File: src/rtl/mem_access_stage.sv
// ============================================================================
// mem_access_stage
// ----------------------------------------------------------------------------
// Purpose:
//    MEM stage of the pipeline. Takes the EX_MEM register fields from the
//    execute stage and runs a handshaked word access to data memory for loads
//    and stores. It then loads the MEM_WB pipeline register. It also drives
//    the MEM-side and WB-side forwarding sources, and freezes the upstream
//    pipeline with 'stall' while a memory transaction is outstanding.
//
// Optional build macro:
//    MEM_ALIGN_CHECK_EN - when defined, a memory op whose address has
//    alu_in[1:0] != 0 is not issued to memory. It completes through DONE with
//    RegWrite_out = 0, and the registered 'misalign' output pulses for the
//    DONE cycle. When undefined, there is no 'misalign' port, and every
//    access is issued with the address passed through unchanged.
//
// Ports:
//    CLK, RST                   rising-edge clock, asynchronous active-low reset
//    MemRead, MemWrite          load / store request from EX_MEM
//    RegWrite, MemtoReg         writeback controls from EX_MEM
//    alu_in, readdata2_in       effective address / ALU result, store data
//    rd_in                      destination register
//    mem_req, mem_we            registered memory request and write strobe
//    mem_addr, mem_wdata        registered address and store data
//    mem_rdata, mem_ack         load data and access-complete handshake
//    stall                      freezes PC, IF/ID, ID/EX and EX_MEM
//    bus_err                    sticky access-timeout flag
//    RegWrite_out .. rd_out     MEM_WB register fields
//    MEMRegRd, MEM_RegWrite,
//    regExMem                   MEM-side forwarding sources (combinational)
//    regMemWb                   WB-side forwarding source
//    misalign                   (MEM_ALIGN_CHECK_EN only) misaligned-access pulse
// ============================================================================
module mem_access_stage #(
   parameter int TIMEOUT = 16,
   parameter int CNT_W   = 5
) (
   input  logic        CLK,
   input  logic        RST,
   input  logic        MemRead,
   input  logic        MemWrite,
   input  logic        RegWrite,
   input  logic        MemtoReg,
   input  logic [31:0] alu_in,
   input  logic [31:0] readdata2_in,
   input  logic [4:0]  rd_in,
   output logic        mem_req,
   output logic        mem_we,
   output logic [31:0] mem_addr,
   output logic [31:0] mem_wdata,
   input  logic [31:0] mem_rdata,
   input  logic        mem_ack,
   output logic        stall,
   output logic        bus_err,
   output logic        RegWrite_out,
   output logic        MemtoReg_out,
   output logic [31:0] alu_out,
   output logic [31:0] mem_data_out,
   output logic [4:0]  rd_out,
   output logic [4:0]  MEMRegRd,
   output logic        MEM_RegWrite,
   output logic [31:0] regExMem,
   output logic [31:0] regMemWb
`ifdef MEM_ALIGN_CHECK_EN
   ,
   output logic        misalign
`endif
);

   typedef enum logic [1:0] {
      IDLE = 2'd0,
      REQ  = 2'd1,
      DONE = 2'd2
   } state_t;

   state_t      state_q,      state_d;
   logic        mem_req_q,    mem_req_d;
   logic        mem_we_q,     mem_we_d;
   logic [31:0] mem_addr_q,   mem_addr_d;
   logic [31:0] mem_wdata_q,  mem_wdata_d;
   logic [CNT_W-1:0] cnt_q,   cnt_d;
   logic        bus_err_q,    bus_err_d;
   logic [31:0] rdata_q,      rdata_d;
   logic        misalign_q,   misalign_d;
   logic        rw_q,         rw_d;
   logic        m2r_q,        m2r_d;
   logic [31:0] alu_q,        alu_d;
   logic [31:0] md_q,         md_d;
   logic [4:0]  rd_q,         rd_d;

   logic        memop;
   logic        misaligned;
   logic        stall_c;

   localparam logic [CNT_W-1:0] CNT_LAST = CNT_W'(TIMEOUT - 1);

   // A simultaneous read and write is treated as a write. mem_we follows MemWrite.
   assign memop = MemRead | MemWrite;

`ifdef MEM_ALIGN_CHECK_EN
   assign misaligned = (alu_in[1:0] != 2'b00);
`else
   assign misaligned = 1'b0;
`endif

   always_comb begin
      state_d     = state_q;
      mem_req_d   = mem_req_q;
      mem_we_d    = mem_we_q;
      mem_addr_d  = mem_addr_q;
      mem_wdata_d = mem_wdata_q;
      cnt_d       = cnt_q;
      bus_err_d   = bus_err_q;
      rdata_d     = rdata_q;
      misalign_d  = misalign_q;
      rw_d        = rw_q;
      m2r_d       = m2r_q;
      alu_d       = alu_q;
      md_d        = md_q;
      rd_d        = rd_q;
      stall_c     = 1'b0;

      case (state_q)
         IDLE: begin
            if (memop) begin
               // Hold EX_MEM and send a bubble to WB while the access runs.
               stall_c = 1'b1;
               rw_d    = 1'b0;
               if (misaligned) begin
                  state_d    = DONE;
                  rdata_d    = 32'd0;
                  misalign_d = 1'b1;
               end else begin
                  state_d     = REQ;
                  mem_req_d   = 1'b1;
                  mem_we_d    = MemWrite;
                  mem_addr_d  = alu_in;
                  mem_wdata_d = readdata2_in;
                  cnt_d       = '0;
               end
            end else begin
               rw_d  = RegWrite;
               m2r_d = MemtoReg;
               alu_d = alu_in;
               rd_d  = rd_in;
               md_d  = 32'd0;
            end
         end

         REQ: begin
            stall_c = 1'b1;
            rw_d    = 1'b0;
            if (mem_ack) begin
               if (!mem_we_q) begin
                  rdata_d = mem_rdata;
               end
               mem_req_d = 1'b0;
               mem_we_d  = 1'b0;
               state_d   = DONE;
            end else if (cnt_q == CNT_LAST) begin
               // Abort: the load result reads as zero and the error stays set.
               mem_req_d = 1'b0;
               mem_we_d  = 1'b0;
               bus_err_d = 1'b1;
               rdata_d   = 32'd0;
               state_d   = DONE;
            end else begin
               cnt_d = cnt_q + CNT_W'(1);
            end
         end

         DONE: begin
            // EX_MEM still holds the memory instruction; upstream advances on this edge.
            rw_d       = RegWrite & ~misalign_q;
            m2r_d      = MemtoReg;
            alu_d      = alu_in;
            rd_d       = rd_in;
            md_d       = rdata_q;
            misalign_d = 1'b0;
            state_d    = IDLE;
         end

         default: begin
            state_d = IDLE;
         end
      endcase
   end

   always_ff @(posedge CLK or negedge RST) begin
      if (!RST) begin
         state_q     <= IDLE;
         mem_req_q   <= 1'b0;
         mem_we_q    <= 1'b0;
         mem_addr_q  <= 32'd0;
         mem_wdata_q <= 32'd0;
         cnt_q       <= '0;
         bus_err_q   <= 1'b0;
         rdata_q     <= 32'd0;
         misalign_q  <= 1'b0;
         rw_q        <= 1'b0;
         m2r_q       <= 1'b0;
         alu_q       <= 32'd0;
         md_q        <= 32'd0;
         rd_q        <= 5'd0;
      end else begin
         state_q     <= state_d;
         mem_req_q   <= mem_req_d;
         mem_we_q    <= mem_we_d;
         mem_addr_q  <= mem_addr_d;
         mem_wdata_q <= mem_wdata_d;
         cnt_q       <= cnt_d;
         bus_err_q   <= bus_err_d;
         rdata_q     <= rdata_d;
         misalign_q  <= misalign_d;
         rw_q        <= rw_d;
         m2r_q       <= m2r_d;
         alu_q       <= alu_d;
         md_q        <= md_d;
         rd_q        <= rd_d;
      end
   end

   // Stall is forced low during reset so that the upstream stages are not frozen.
   assign stall        = stall_c & RST;

   assign mem_req      = mem_req_q;
   assign mem_we       = mem_we_q;
   assign mem_addr     = mem_addr_q;
   assign mem_wdata    = mem_wdata_q;
   assign bus_err      = bus_err_q;

   assign RegWrite_out = rw_q;
   assign MemtoReg_out = m2r_q;
   assign alu_out      = alu_q;
   assign mem_data_out = md_q;
   assign rd_out       = rd_q;

   assign MEMRegRd     = rd_in;
   assign MEM_RegWrite = RegWrite;
   assign regExMem     = alu_in;
   assign regMemWb     = m2r_q ? md_q : alu_q;

`ifdef MEM_ALIGN_CHECK_EN
   assign misalign     = misalign_q;
`endif

endmodule

File: config.mk
export PLATFORM = sky130hd
export DESIGN_NAME = mem_access_stage
export DESIGN_NICKNAME = d
export VERILOG_FILES = /design/src/rtl/mem_access_stage.sv
export SDC_FILE = /design/constraint.sdc
export NUM_CORES = 1
export LEC_CHECK = 0
export CAP_MARGIN = 20
export CORE_MARGIN = 5
export CORE_UTILIZATION = 43
export CTS_CLUSTER_DIAMETER = 80
export CTS_CLUSTER_SIZE = 12
export DETAILED_ROUTE_END_ITERATION = 8
export PLACE_DENSITY = 0.76
export RECOVER_POWER = 100
export SETUP_SLACK_MARGIN = 0.05
export SYNTH_ARGS = -nofsm -noshare
export SYNTH_HDL_FRONTEND = slang
export SYNTH_SLANG_ARGS = --single-unit
File: constraint.sdc
create_clock -name CLK -period 2.6 [get_ports CLK]
set_input_delay 0.52 -clock CLK [delete_from_list [all_inputs] [get_ports CLK]]
set_output_delay 0.52 -clock CLK [all_outputs]
set_load 0.05 [all_outputs]
==> summary.md <==
| Metric | Value |
|---|---|
| Detailed Place HPWL | 15,000 um |
| CTS tree | done |
| Initial antenna violation count | 0 |
| Routability cong. | 0.872 |
| CTS Buf Count | 17 |
| DRC viols | 0 |
| R2r endpoint | rdata_q[29] |
| FMAX | 0.420 GHz |
| Clock latency on the worst-skew pair | 420 ps |
| CTS max path bufs | 2 |
| Critical hold path startpoint | rd_out[0] |
| Post-synth EDFFs | 0 |
| Final Util | 61.7% |
| Non-Filler Instances | 1,092 |
| Initial DRC Count | 198 |
| Synth async-reset ratio | 100% |
| Crit path kind | reg2out |
| Vias in the first global route | 5,672 |
| Share of cells above drive strength 1 | 9.27% |
| Reg2reg start | cnt_q[0] |
| Synth Area in Simple Gates | 3.67% |
| Vias per inst | 4.95 |
| # rows | 49 |
| Adder-Cell Fraction of Synth Area | 1.14% |
| Core Box Area | 0.0178 sq mm |
| Port Buffers | 316 |
| Hold Path Cell Cnt | 1 |
| Wirelength per Cell | 18.6 um |
| Maxcap violations | 1 |
| WP data required | 2080 ps |
| Critical Path Source Type | register |
| Yosys cell types | 34 |
| Worst Path Max Fanout | 6 |
| Share of the yosys chip area belonging to registers | 57.5% |
| R2R Setup Slk | 250 ps |
| # nets final | 966 |
| Clk slew on worst S/H paths | 70 ps |
| Global Route Usage Sum | 19.5% |
| Status | finished with violations |
| Post-Synthesis Cells | 573 |
| Die Span Y | 144 um |
| H-tree Lvls | 4 |
| Hold endpoint | rd_out[0] |
| Vias | 5,403 |
| Post-synthesis compound-gate area fraction | 5.62% |
| Post-Route WL | 20,300 um |
| Dpl cells | 1,061 |
| Slew Viols, Final | 178 |
| Root buf cell | clkbuf_16 |
| Prevailing post-synth register cell | dfrtp_1 |
| Die W | 144 um |
| Final Hold Fails | 0 |
| Antenna diodes | 0 |
| Post-Syn Nets | 688 |
| Final setup vio count | 0 |
| First-pass GRT wire length | 31,400 um |
| Io pins | 317 |
| WP data arrival | 1860 ps |
| Hold_buf cts | 0 |
| Worst min path class | reg2reg |
| Area grow syn2layout | 42.4% |
| DRT antenna net count | 0 |
| Gr ovfl total | 0 |
| Skew final | 7.23 ps |
| RSZ-0062 raised after global routing | no |
| Area of the die | 0.0207 sq mm |
| Clock sink total | 177 |
| Largest net degree at the start of global routing | 178 |
| Yosys Warn Count | 0 |
| Tightest Pin Transition | 1580 ps |
| DR pass1 iterations | 4 |
| Syn_area_per_cell | 13.4 sq um |
| Largest family of logic cells by synthesized area | multiplexers |
| Yosys reg bits | 177 |
| Failing checks | capacitance limit, slew limit |
| Starting Density | 43.3% |
| Setup crit end kind | output pin |
| Worst r2r path cells | 7 |
| Min Tclk post-route | 2380 ps |
| Multiplexer share of the synthesized area | 24.0% |
| Worst slew margin | -5.39% |
| Setup TNS Final | 0 ps |
| XOR/XNOR Fraction of Synth Area | 0% |
| Final worst-path cycle share | 91.6% |
| Synth Cell Area | 0.00770 sq mm |
[stage by stage]
step / cell area (sq um) / hold WS, ps / setup slack [ps]
after floorplan: 7700 / 224 / 134
after global placement: 10700 / 468 / 306
after detailed placement: 10700 / 461 / 253
after CTS: 11300 / 334 / 243
after global routing: 11000 / 495 / 100
final: 11000 / 483 / 219
[worst max-delay path, cell delays in order (launching register included)]
cell	delay (ps)
dfrtp_1	410
inv_1	130
ha_1	310
o21ai_4	100
a21boi_1	190
clkbuf_2	310
[Yosys cell counts, types with 2 or more instances]
cell type / n / area [sq um]
inv_1: 37 / 139
dfrtp_1: 177 / 4430
a21o_1: 2 / 15.0
ha_1: 7 / 87.6
a22o_1: 34 / 298
o311ai_1: 2 / 17.5
o21ai_0: 5 / 25.0
a21oi_1: 3 / 15.0
buf_4: 41 / 308
nand3_1: 7 / 35.0
o211ai_1: 2 / 15.0
buf_6: 6 / 67.6
o21ai_1: 3 / 15.0
mux2i_1: 33 / 330
nor2_1: 3 / 11.3
clkbuf_1: 6 / 22.5
nand2_1: 38 / 143
mux2_1: 135 / 1520
buf_2: 16 / 80.1
and2_1: 2 / 12.5
[cell type report]
class	instances	area, sq um
fillers	1469	6820
repair buffers	328	2850
multi-input cells	290	2670
clock buffers	20	457
clock inverters	11	131
inverters	37	139
well taps	229	287
flip-flops and latches	177	4430
[what timing repair did]
item                                   in CTS  in global routing
setup endpoints to repair                   1                  0
setup buffers                               0                  0
endpoints found under the hold margin       0                  0
resized for setup                           1                  0
[kinds of logic after synthesis]
family,Yosys count
AO/OA/AOI/OAI,55
adder cells (fa/ha/maj),7
buffers and inverters,106
flip-flops,177
multiplexers,168
AND/OR/NAND/NOR,60
[per-layer routing]
| metal | GRT usage, % | wire length, um |
|---|---|---|
| met5 | 0 | 0 |
| met4 | 7.23 | 476 |
| met3 | 4.06 | 1310 |
| met2 | 34.9 | 10600 |
| met1 | 23.1 | 7880 |
[sequential cells by signal (all words and copies together) (netlist names)]
| signal | cells |
|---|---|
| MemtoReg_out | 1 |
| RegWrite_out | 1 |
| alu_out | 32 |
| bus_err | 1 |
| cnt_q | 5 |
| mem_addr | 32 |
| mem_data_out | 32 |
| mem_req | 1 |
| mem_wdata | 32 |
| mem_we | 1 |
| rd_out | 5 |
| rdata_q | 32 |
| state_q | 2 |
[cell usage in the layout, fill, tap and decap left out, drive strengths merged, types with 2 or more instances in the layout]
master,count
inv,39
mux2i,33
clkbuf,95
a22o,34
clkdlybuf4s50,106
o311ai,2
dfrtp,177
clkinvlp,2
nand2,38
nand3,8
clkinv,5
a21oi,4
buf,10
ha,7
mux2,135
nor2,3
and2,2
bufinv,2
o21ai,8
a21o,2
o211ai,2
dlygate4sd3,137
[how the worst max path moves through the flow]
stage                 startpoint      endpoint  slack [ps]  cells after the start
floorplan             state_q[0]         stall         130                      6
global placement        MemWrite   alu_out[20]         310                      5
detailed placement      MemWrite   alu_out[12]         250                      5
CTS                 MemtoReg_out  regMemWb[31]         240                      2
global route          state_q[1]    alu_out[1]         100                      6
finish                state_q[0]         stall         220                      5
Power is not shown: default switching activity piles up to over one toggle a cycle in this logic, so the estimate is an artifact.
